--- config.mk ---
export PLATFORM = sky130hd
export DESIGN_NAME = keypad_calc_sequencer
export DESIGN_NICKNAME = d
export VERILOG_FILES = /design/src/rtl/keypad_calc_sequencer.sv
export SDC_FILE = /design/constraint.sdc
export NUM_CORES = 1
export LEC_CHECK = 0
export BUFFER_PORTS_ARGS = -buffer_cell sky130_fd_sc_hd__buf_2
export CAP_MARGIN = 10
export CORE_MARGIN = 4
export CORE_UTILIZATION = 30
export DETAILED_ROUTE_END_ITERATION = 12
export HOLD_SLACK_MARGIN = 0.08
export SLEW_MARGIN = 20
export SYNTH_ARGS = -nofsm -noshare
export SYNTH_HDL_FRONTEND = slang
export SYNTH_SLANG_ARGS = --single-unit
export TNS_END_PERCENT = 50
--- constraint.sdc ---
create_clock -name clk -period 4 [get_ports clk]
set_input_delay 1 -clock clk [delete_from_list [all_inputs] [get_ports clk]]
set_output_delay 1 -clock clk [all_outputs]
set_load 0.03 [all_outputs]
--- src/rtl/keypad_calc_sequencer.sv ---
// Keypad-to-ALU sequencer: debounces decoder key codes, builds decimal operands and an operator,
// hands one request at a time to the ALU over valid/ready, and captures the result for display.
module keypad_calc_sequencer #(
  parameter int WIDTH           = 16,
  parameter int DEBOUNCE_CYCLES = 1000000
) (
  input  logic             clk,
  input  logic             rst_n,
  input  logic [4:0]       key_code,
  output logic [WIDTH-1:0] calc_a,
  output logic [WIDTH-1:0] calc_b,
  output logic [1:0]       calc_op,
  output logic             calc_valid,
  input  logic             calc_ready,
  input  logic [WIDTH-1:0] res_data,
  input  logic             res_valid,
  output logic [WIDTH-1:0] disp_value,
  output logic             busy
);

  localparam int CW = $clog2(DEBOUNCE_CYCLES + 1);
  localparam logic [CW-1:0] CNT_MAX = CW'(DEBOUNCE_CYCLES);
  localparam logic [4:0] KEY_NONE = 5'h1F;

  typedef enum logic [2:0] {OPA, OPB, ISSUE, WAIT_RES, DONE} state_t;

  state_t          state_q, state_d;
  logic [4:0]      prev_key_q, prev_key_d;
  logic [CW-1:0]   cnt_q, cnt_d;
  logic            armed_q, armed_d;
  logic [WIDTH-1:0] a_q, a_d, b_q, b_d, disp_q, disp_d;
  logic [1:0]      op_q, op_d;
  logic            valid_q, valid_d;

  logic            key_ev;
  logic [4:0]      ev_code;
  logic            is_digit, is_op, is_eq, is_clr;
  logic [4:0]      op_full;
  logic [WIDTH-1:0] acc_a, acc_b, digit_val;

  // Append a decimal digit; a digit that would overflow WIDTH bits is dropped.
  function automatic logic [WIDTH-1:0] acc_digit(input logic [WIDTH-1:0] cur, input logic [3:0] d);
    logic [WIDTH+3:0] n;
    n = ({4'd0, cur} * (WIDTH+4)'(10)) + {{WIDTH{1'b0}}, d};
    if (n > {4'd0, {WIDTH{1'b1}}}) return cur;
    else                           return n[WIDTH-1:0];
  endfunction

  always_comb begin
    prev_key_d = key_code;
    cnt_d      = cnt_q;
    armed_d    = armed_q;
    key_ev     = 1'b0;
    ev_code    = prev_key_q;
    if (key_code != prev_key_q) begin
      cnt_d = '0;
    end else if (cnt_q != CNT_MAX) begin
      cnt_d = cnt_q + CW'(1);
    end
    if (cnt_q == CNT_MAX) begin
      if (prev_key_q == KEY_NONE) begin
        armed_d = 1'b1;
      end else if (armed_q) begin
        key_ev  = 1'b1;
        armed_d = 1'b0;
      end
    end
  end

  always_comb begin
    is_digit  = key_ev && (ev_code <= 5'd9);
    is_op     = key_ev && (ev_code >= 5'hA) && (ev_code <= 5'hD);
    is_eq     = key_ev && (ev_code == 5'hE);
    is_clr    = key_ev && (ev_code == 5'hF);
    op_full   = ev_code - 5'hA;
    digit_val = {{(WIDTH-4){1'b0}}, ev_code[3:0]};
    acc_a     = acc_digit(a_q, ev_code[3:0]);
    acc_b     = acc_digit(b_q, ev_code[3:0]);
  end

  always_comb begin
    state_d = state_q;
    a_d     = a_q;
    b_d     = b_q;
    op_d    = op_q;
    valid_d = valid_q;
    disp_d  = disp_q;
    if (is_clr) begin
      state_d = OPA;
      a_d     = '0;
      b_d     = '0;
      op_d    = 2'd0;
      valid_d = 1'b0;
      disp_d  = '0;
    end else begin
      unique case (state_q)
        OPA: begin
          if (is_digit) begin
            a_d = acc_a;
          end else if (is_op) begin
            op_d    = op_full[1:0];
            b_d     = '0;
            state_d = OPB;
          end
        end
        OPB: begin
          if (is_digit) begin
            b_d = acc_b;
          end else if (is_op) begin
            op_d = op_full[1:0];
          end else if (is_eq) begin
            valid_d = 1'b1;
            state_d = ISSUE;
          end
        end
        ISSUE: begin
          if (valid_q && calc_ready) begin
            valid_d = 1'b0;
            state_d = WAIT_RES;
          end
        end
        WAIT_RES: begin
          if (res_valid) begin
            disp_d  = res_data;
            state_d = DONE;
          end
        end
        DONE: begin
          if (is_digit) begin
            a_d     = digit_val;
            b_d     = '0;
            state_d = OPA;
          end else if (is_op) begin
            a_d     = disp_q;
            op_d    = op_full[1:0];
            b_d     = '0;
            state_d = OPB;
          end
        end
        default: state_d = OPA;
      endcase
      // Display tracks the operand being typed; in ISSUE/WAIT_RES/DONE it holds.
      if (state_d == OPA)      disp_d = a_d;
      else if (state_d == OPB) disp_d = b_d;
    end
  end

  always_ff @(posedge clk or negedge rst_n) begin
    if (!rst_n) begin
      state_q    <= OPA;
      prev_key_q <= KEY_NONE;
      cnt_q      <= '0;
      armed_q    <= 1'b1;
      a_q        <= '0;
      b_q        <= '0;
      op_q       <= 2'd0;
      valid_q    <= 1'b0;
      disp_q     <= '0;
    end else begin
      state_q    <= state_d;
      prev_key_q <= prev_key_d;
      cnt_q      <= cnt_d;
      armed_q    <= armed_d;
      a_q        <= a_d;
      b_q        <= b_d;
      op_q       <= op_d;
      valid_q    <= valid_d;
      disp_q     <= disp_d;
    end
  end

  assign calc_a     = a_q;
  assign calc_b     = b_q;
  assign calc_op    = op_q;
  assign calc_valid = valid_q;
  assign disp_value = disp_q;
  assign busy       = (state_q == ISSUE) || (state_q == WAIT_RES);

endmodule
-- Yosys cells after proc, flatten, opt, wreduce, memory -nomap -nowiden
Cells that the tools add are included.
- reduce and logical (&&, ||, !) cells: 19
- add/subtract/negate cells: 4
- multiply operators: 2
- magnitude comparators: 5
- mux-type cells: 45
- equality and inequality tests: 16
- operator list (operator ; number):
    $mux 16 ; 16
    $pmux 16 s3 ; 1
    $add 20x4->20 ; 2
    $gt 20x16->1 const B ; 2
    $mux 20 ; 2
    $mul 16x3->19 const B ; 2
    $pmux 16 s2 ; 1
    $mux 3 ; 10
    $add 20x1->20 const B ; 1
    $eq 20x20->1 const B ; 1
    $ne 20x20->1 const B ; 1
    $pmux 3 s5 ; 1
    $ne 3x3->1 const B ; 4
    $eq 5x4->1 const B ; 2
    $le 5x4->1 const B ; 2
    $mux 1 ; 9
    $mux 2 ; 4
    $reduce_bool 4->1 ; 2
    $eq 3x1->1 const B ; 2
    $eq 3x2->1 const B ; 2
    $logic_and 1x1->1 ; 6
    $logic_not 3->1 ; 2
    $reduce_bool 2->1 ; 3
    $eq 5x5->1 const B ; 1
    12 further kinds ; 12
- bits in registers: 80
- logic and storage cells: 100

-- Longest topological paths before layout
- depth after elaboration: 13
- mapped depth: 16
- depth with buffers taken out: 15

-- Worst setup path before layout
No wires, ideal clock.
- path type: reg-to-reg
- start point: register a_q[1], in the netlist calc_a[1]
- end point: register disp_q[8], in the netlist disp_value[8]
- stages on the path, launching flop included: 17
- buffers on the path: 1
- required time: 3.901 ns
- library setup time: 0.099 ns
- setup slack: -0.125 ns
- arrival: 4.026 ns
- cells stage by stage: dfrtp_1 > ha_1 > ha_1 > inv_1 > fa_1 > nand2b_1 > a211oi_2 > o21ai_0 > xor2_1 > or4b_1 > and4bb_1 > or2_1 > buf_4 > nand3_1 > mux2i_1 > or2_1 > a311oi_1
- longest elaborated chain between the ends: 8
- RTL lines (element ; line ; source):
    from (decl) ; 31 ; logic [WIDTH-1:0] a_q, a_d, b_q, b_d, disp_q, disp_d;
    from (signal assigned) ; 154 ; a_q <= '0;
    from (signal assigned) ; 164 ; a_q <= a_d;
    $mul 16x3->19 (*) ; 44 ; n = ({4'd0, cur} * (WIDTH+4)'(10)) + {{WIDTH{1'b0}}, d};
    $add 20x4->20 (*) ; 44 ;
    $gt 20x16->1 ; 45 ; if (n > {4'd0, {WIDTH{1'b1}}}) return cur;
    $mux 16 (*) ; 45 ;
    $mux 16 (*) ; 98 ; if (is_digit) begin
    $pmux 16 s2 (*) ; 96 ; unique case (state_q)
    $mux 16 (*) ; 143 ; if (state_d == OPA) disp_d = a_d;
    $mux 16 (*) ; 88 ; if (is_clr) begin
    to (signal assigned) ; 168 ; disp_q <= disp_d;
    to (decl) ; 31 ;
Mark *: on every way between the ends. The rest lies on a longest branch, timed or not.
A chain may end at the register's enable or synchronous reset.

-- Worst setup path after layout
- start point: register a_q[1], in the netlist calc_a[1]
- end point: register disp_q[12], in the netlist disp_value[12]
The elaborated chain is that of the path after synthesis.

==> results.yml <==
setup_path:
  cp_data_arrival_time_ns: 4.09
  crit_required_ns: 4.19
  cp_top_family: "compound AO/OA/AOI/OAI gates"
  path_class: "reg2reg"
  cp_slowest_stage_delay_ns: 0.42
  crit_chain: "ha_4, ha_4, inv_2, fa_2, nand2b_4, a211oi_4, o21ai_0, a31oi_1, xor2_1, buf_4, and4bb_4, or2_4, buf_4, or3_1, a31oi_1, a211o_1, a21oi_1"
  crit_path_end_kind: "register"
  path_buf_inv: 3
  start_kind: "register"
  worstPathMaxFanout: 5
  slowest_stage: "dfrtp_2"
status:
  outcome: "finished clean"
cts:
  cts_tree: "built"
  clock-sinks: 80
  postCtsHoldBufs: 0
  cts.path.max_buffers: 2
  root_buffer: "clkbuf_16"
  cts_inserted_buffers: 9
  cts.clk_slew.worst_paths_ns: 0.06
  htreeDepth: 3
  clock_latency_ns: 0.34
pwr:
  p_total_mw: 1.71
  ir_drop_uv: 182
  powerDensity_mw_per_mm2: 183
  leakagePower_nw: 4.37
grt:
  grt_max_degree: 81
  overflow: 0
  antenna_found_initial: 0
  gr-usage-all-layers_pct: 16.9
  grt_pass1_wl_mm: 36.2
  gr-usage-met2_pct: 28.0
  busiest_layer: "met2"
  grt_pass1_vias: 6878
  grtUsageMet3_pct: 3.30
  grtUsageMet1_pct: 22.6
synthesis:
  synth_nets: 953
  ys_seq_area_share_pct: 28.3
  async_reset_ff_share_pct: 100
  synth_edf_count: 0
  synth-seq-cells: 80
  netlist_area_mm2: 0.00710
  yosys_warnings: 0
  syn_area_per_cell_um2: 8.26
  synthDistinctLibCells: 79
  synth_ff_type: "dfrtp_1"
  syn-instance-count: 860
sta:
  worst_pin_slew_ns: 0.953
  fin_hold_ws_ns: 0.469
  report.final.slew_viol_count: 0
  hold_viol_final: 0
  finalSetupViolCount: 0
  min_period_ns: 3.91
  fin_crit_sh_pct: 97.7
  fin_skew_ns: 0.00772
  finalSetupTns_ns: 0
  max_freq_mhz: 256
  slew_headroom_pct: 36.2
  grt_setup_unrepaired: "yes"
final_layout:
  fin_cells: 1328
  drive_gt1_share_pct: 29.3
  num_antenna_cells: 0
  nets: 1097
  utilization_pct: 39.8
  fill_cells: 2437
  final_common_cell: "nand2_1"
  layout_common_cells: "nand2_1, buf_4, nor2_1"
  areaGrowthSynthToFinish_pct: 31.2
routing:
  drc: 0
  vias: 7066
  routedWlPerCell_um: 17.3
  drtIter0Drc: 521
  drtAntennaViolNets: 0
  vias_per_cell: 5.32
  firstDrtPassIters: 5
  drt_wl_total_mm: 23.0
placed_design:
  io_buffers: 76
  gp_congestion: 0.924
  dp_cells: 1298
  dp.final_hpwl_mm: 17.4
floorplan:
  start_util_pct: 30.3
  dieHeight_um: 162
  fp.dieW_um: 162
  core-area_mm2: 0.0234
  pin_count: 77
  die_area_mm2: 0.0262
  fp-row-count: 56
min_path:
  hold_class: "reg2reg"
run:
  cap_violations: 0
metal layers:
metal / up-vias / share of wire, %
met5: - / 0
met4: 0 / 2.6
met3: 41 / 6.1
met2: 203 / 47
met1: 3394 / 45
li1: 3428 / -
path summary, 6_finish.rpt:
check,endpoint,start,slack [ns],cells past startpoint
worst max register to register,disp_value[12],calc_a[1],0.09,17
worst min register to register,armed_q,armed_q,0.47,2
worst min-delay path,armed_q,armed_q,0.47,2
max in group asynchronous,calc_a[3],rst_n,2.72,1
worst max-delay path,disp_value[12],calc_a[1],0.09,17
min in group asynchronous,cnt_q[0],rst_n,0.69,1
Yosys cell counts, types with 5 or more instances:
| cell type | instances | share of area (%) |
|---|---|---|
| nand2_1 | 96 | 5.1 |
| nor2_1 | 93 | 4.9 |
| dfrtp_1 | 74 | 26 |
| a21oi_1 | 65 | 4.6 |
| ha_1 | 64 | 11 |
| xor2_1 | 37 | 4.6 |
| nand3_1 | 36 | 2.5 |
| o21ai_0 | 31 | 2.2 |
| clkbuf_1 | 27 | 1.4 |
| xnor2_1 | 24 | 3.0 |
| nor3_1 | 20 | 1.4 |
| inv_1 | 18 | 0.95 |
| mux2i_1 | 17 | 2.4 |
| a22oi_1 | 16 | 1.7 |
| and2_1 | 12 | 1.1 |
| and3_1 | 12 | 1.1 |
| nor2b_1 | 12 | 1.1 |
| nand2b_1 | 11 | 0.97 |
| nand4_1 | 10 | 0.88 |
| nor4_1 | 9 | 0.79 |
| o21a_1 | 9 | 0.95 |
| a21o_1 | 8 | 0.85 |
| or3_1 | 8 | 0.70 |
| a31oi_1 | 7 | 0.62 |
| a211oi_1 | 6 | 0.63 |
| a21boi_0 | 6 | 0.63 |
| a22o_1 | 6 | 0.74 |
| and4_1 | 6 | 0.74 |
| buf_2 | 6 | 0.42 |
| dfstp_2 | 6 | 2.2 |
| o211ai_1 | 6 | 0.63 |
| a211oi_2 | 5 | 0.88 |
| nand3b_1 | 5 | 0.53 |
| or2_2 | 5 | 0.44 |
flip-flops by register name, summed over array words and instances, names as in the netlist:
register,cells
ev_code,5
calc_b,16
cnt_q,20
calc_valid,1
calc_op,2
state_q,3
disp_value,16
armed_q,1
calc_a,16
report_power, final:
group / internal [mW] / total (mW) / switching, mW / leakage, nW
Combinational: 0.0167 / 0.0491 / 0.0324 / 3.14
Sequential: 0.815 / 0.823 / 0.00860 / 1.08
Clock: 0.497 / 0.834 / 0.337 / 0.152
metrics by stage:
stage / worst slack (ns) / area (um^2)
finish: 0.0920 / 9320
global route: -0.0619 / 9320
detailed placement: -0.197 / 8400
CTS: 0.0161 / 8780
global placement: -0.174 / 8400
floorplan: 0.00737 / 7120
timing repair:
| item | CTS | global route |
|---|---|---|
| gates resized for setup | 18 | 84 |
| pin swaps | 4 | 33 |
| setup endpoints to repair | 24 | 24 |
| setup buffers | 1 | 11 |
| cloned | 0 | 2 |
logic make-up (layout without fill, tap and decap cells):
group           Yosys count  after routing  share of synthesized area [%]
xor+xnor                 61             61                           7.52
simple gates            363            363                           25.7
mux                      18             18                           2.55
buf+inv                  56            205                           3.21
flops                    80             80                           28.3
compound gates          214            214                           20.3
fa+ha+maj                68             68                           12.4
worst reg2reg max path: cells and delay by family, from the launching register on:
family | cells | cell delay, ns
compound gates | 6 | 1.10
fa+ha+maj | 3 | 0.77
simple gates | 4 | 1.04
flops | 1 | 0.42
buf+inv | 3 | 0.33
xor+xnor | 1 | 0.09
cell type report:
cell class                      count  area (um^2)  area share, %
Clock buffer                       10          239           2.56
Clock inverter                      6         58.8          0.631
Inverter                           18         67.6          0.725
Multi-Input combinational cell    724         5380           57.7
Sequential cell                    80         2020           21.6
Tap cell                          319          399           4.28
Timing Repair Buffer              171         1160           12.5
No activity file was read; power rests on OpenSTA's default activity.
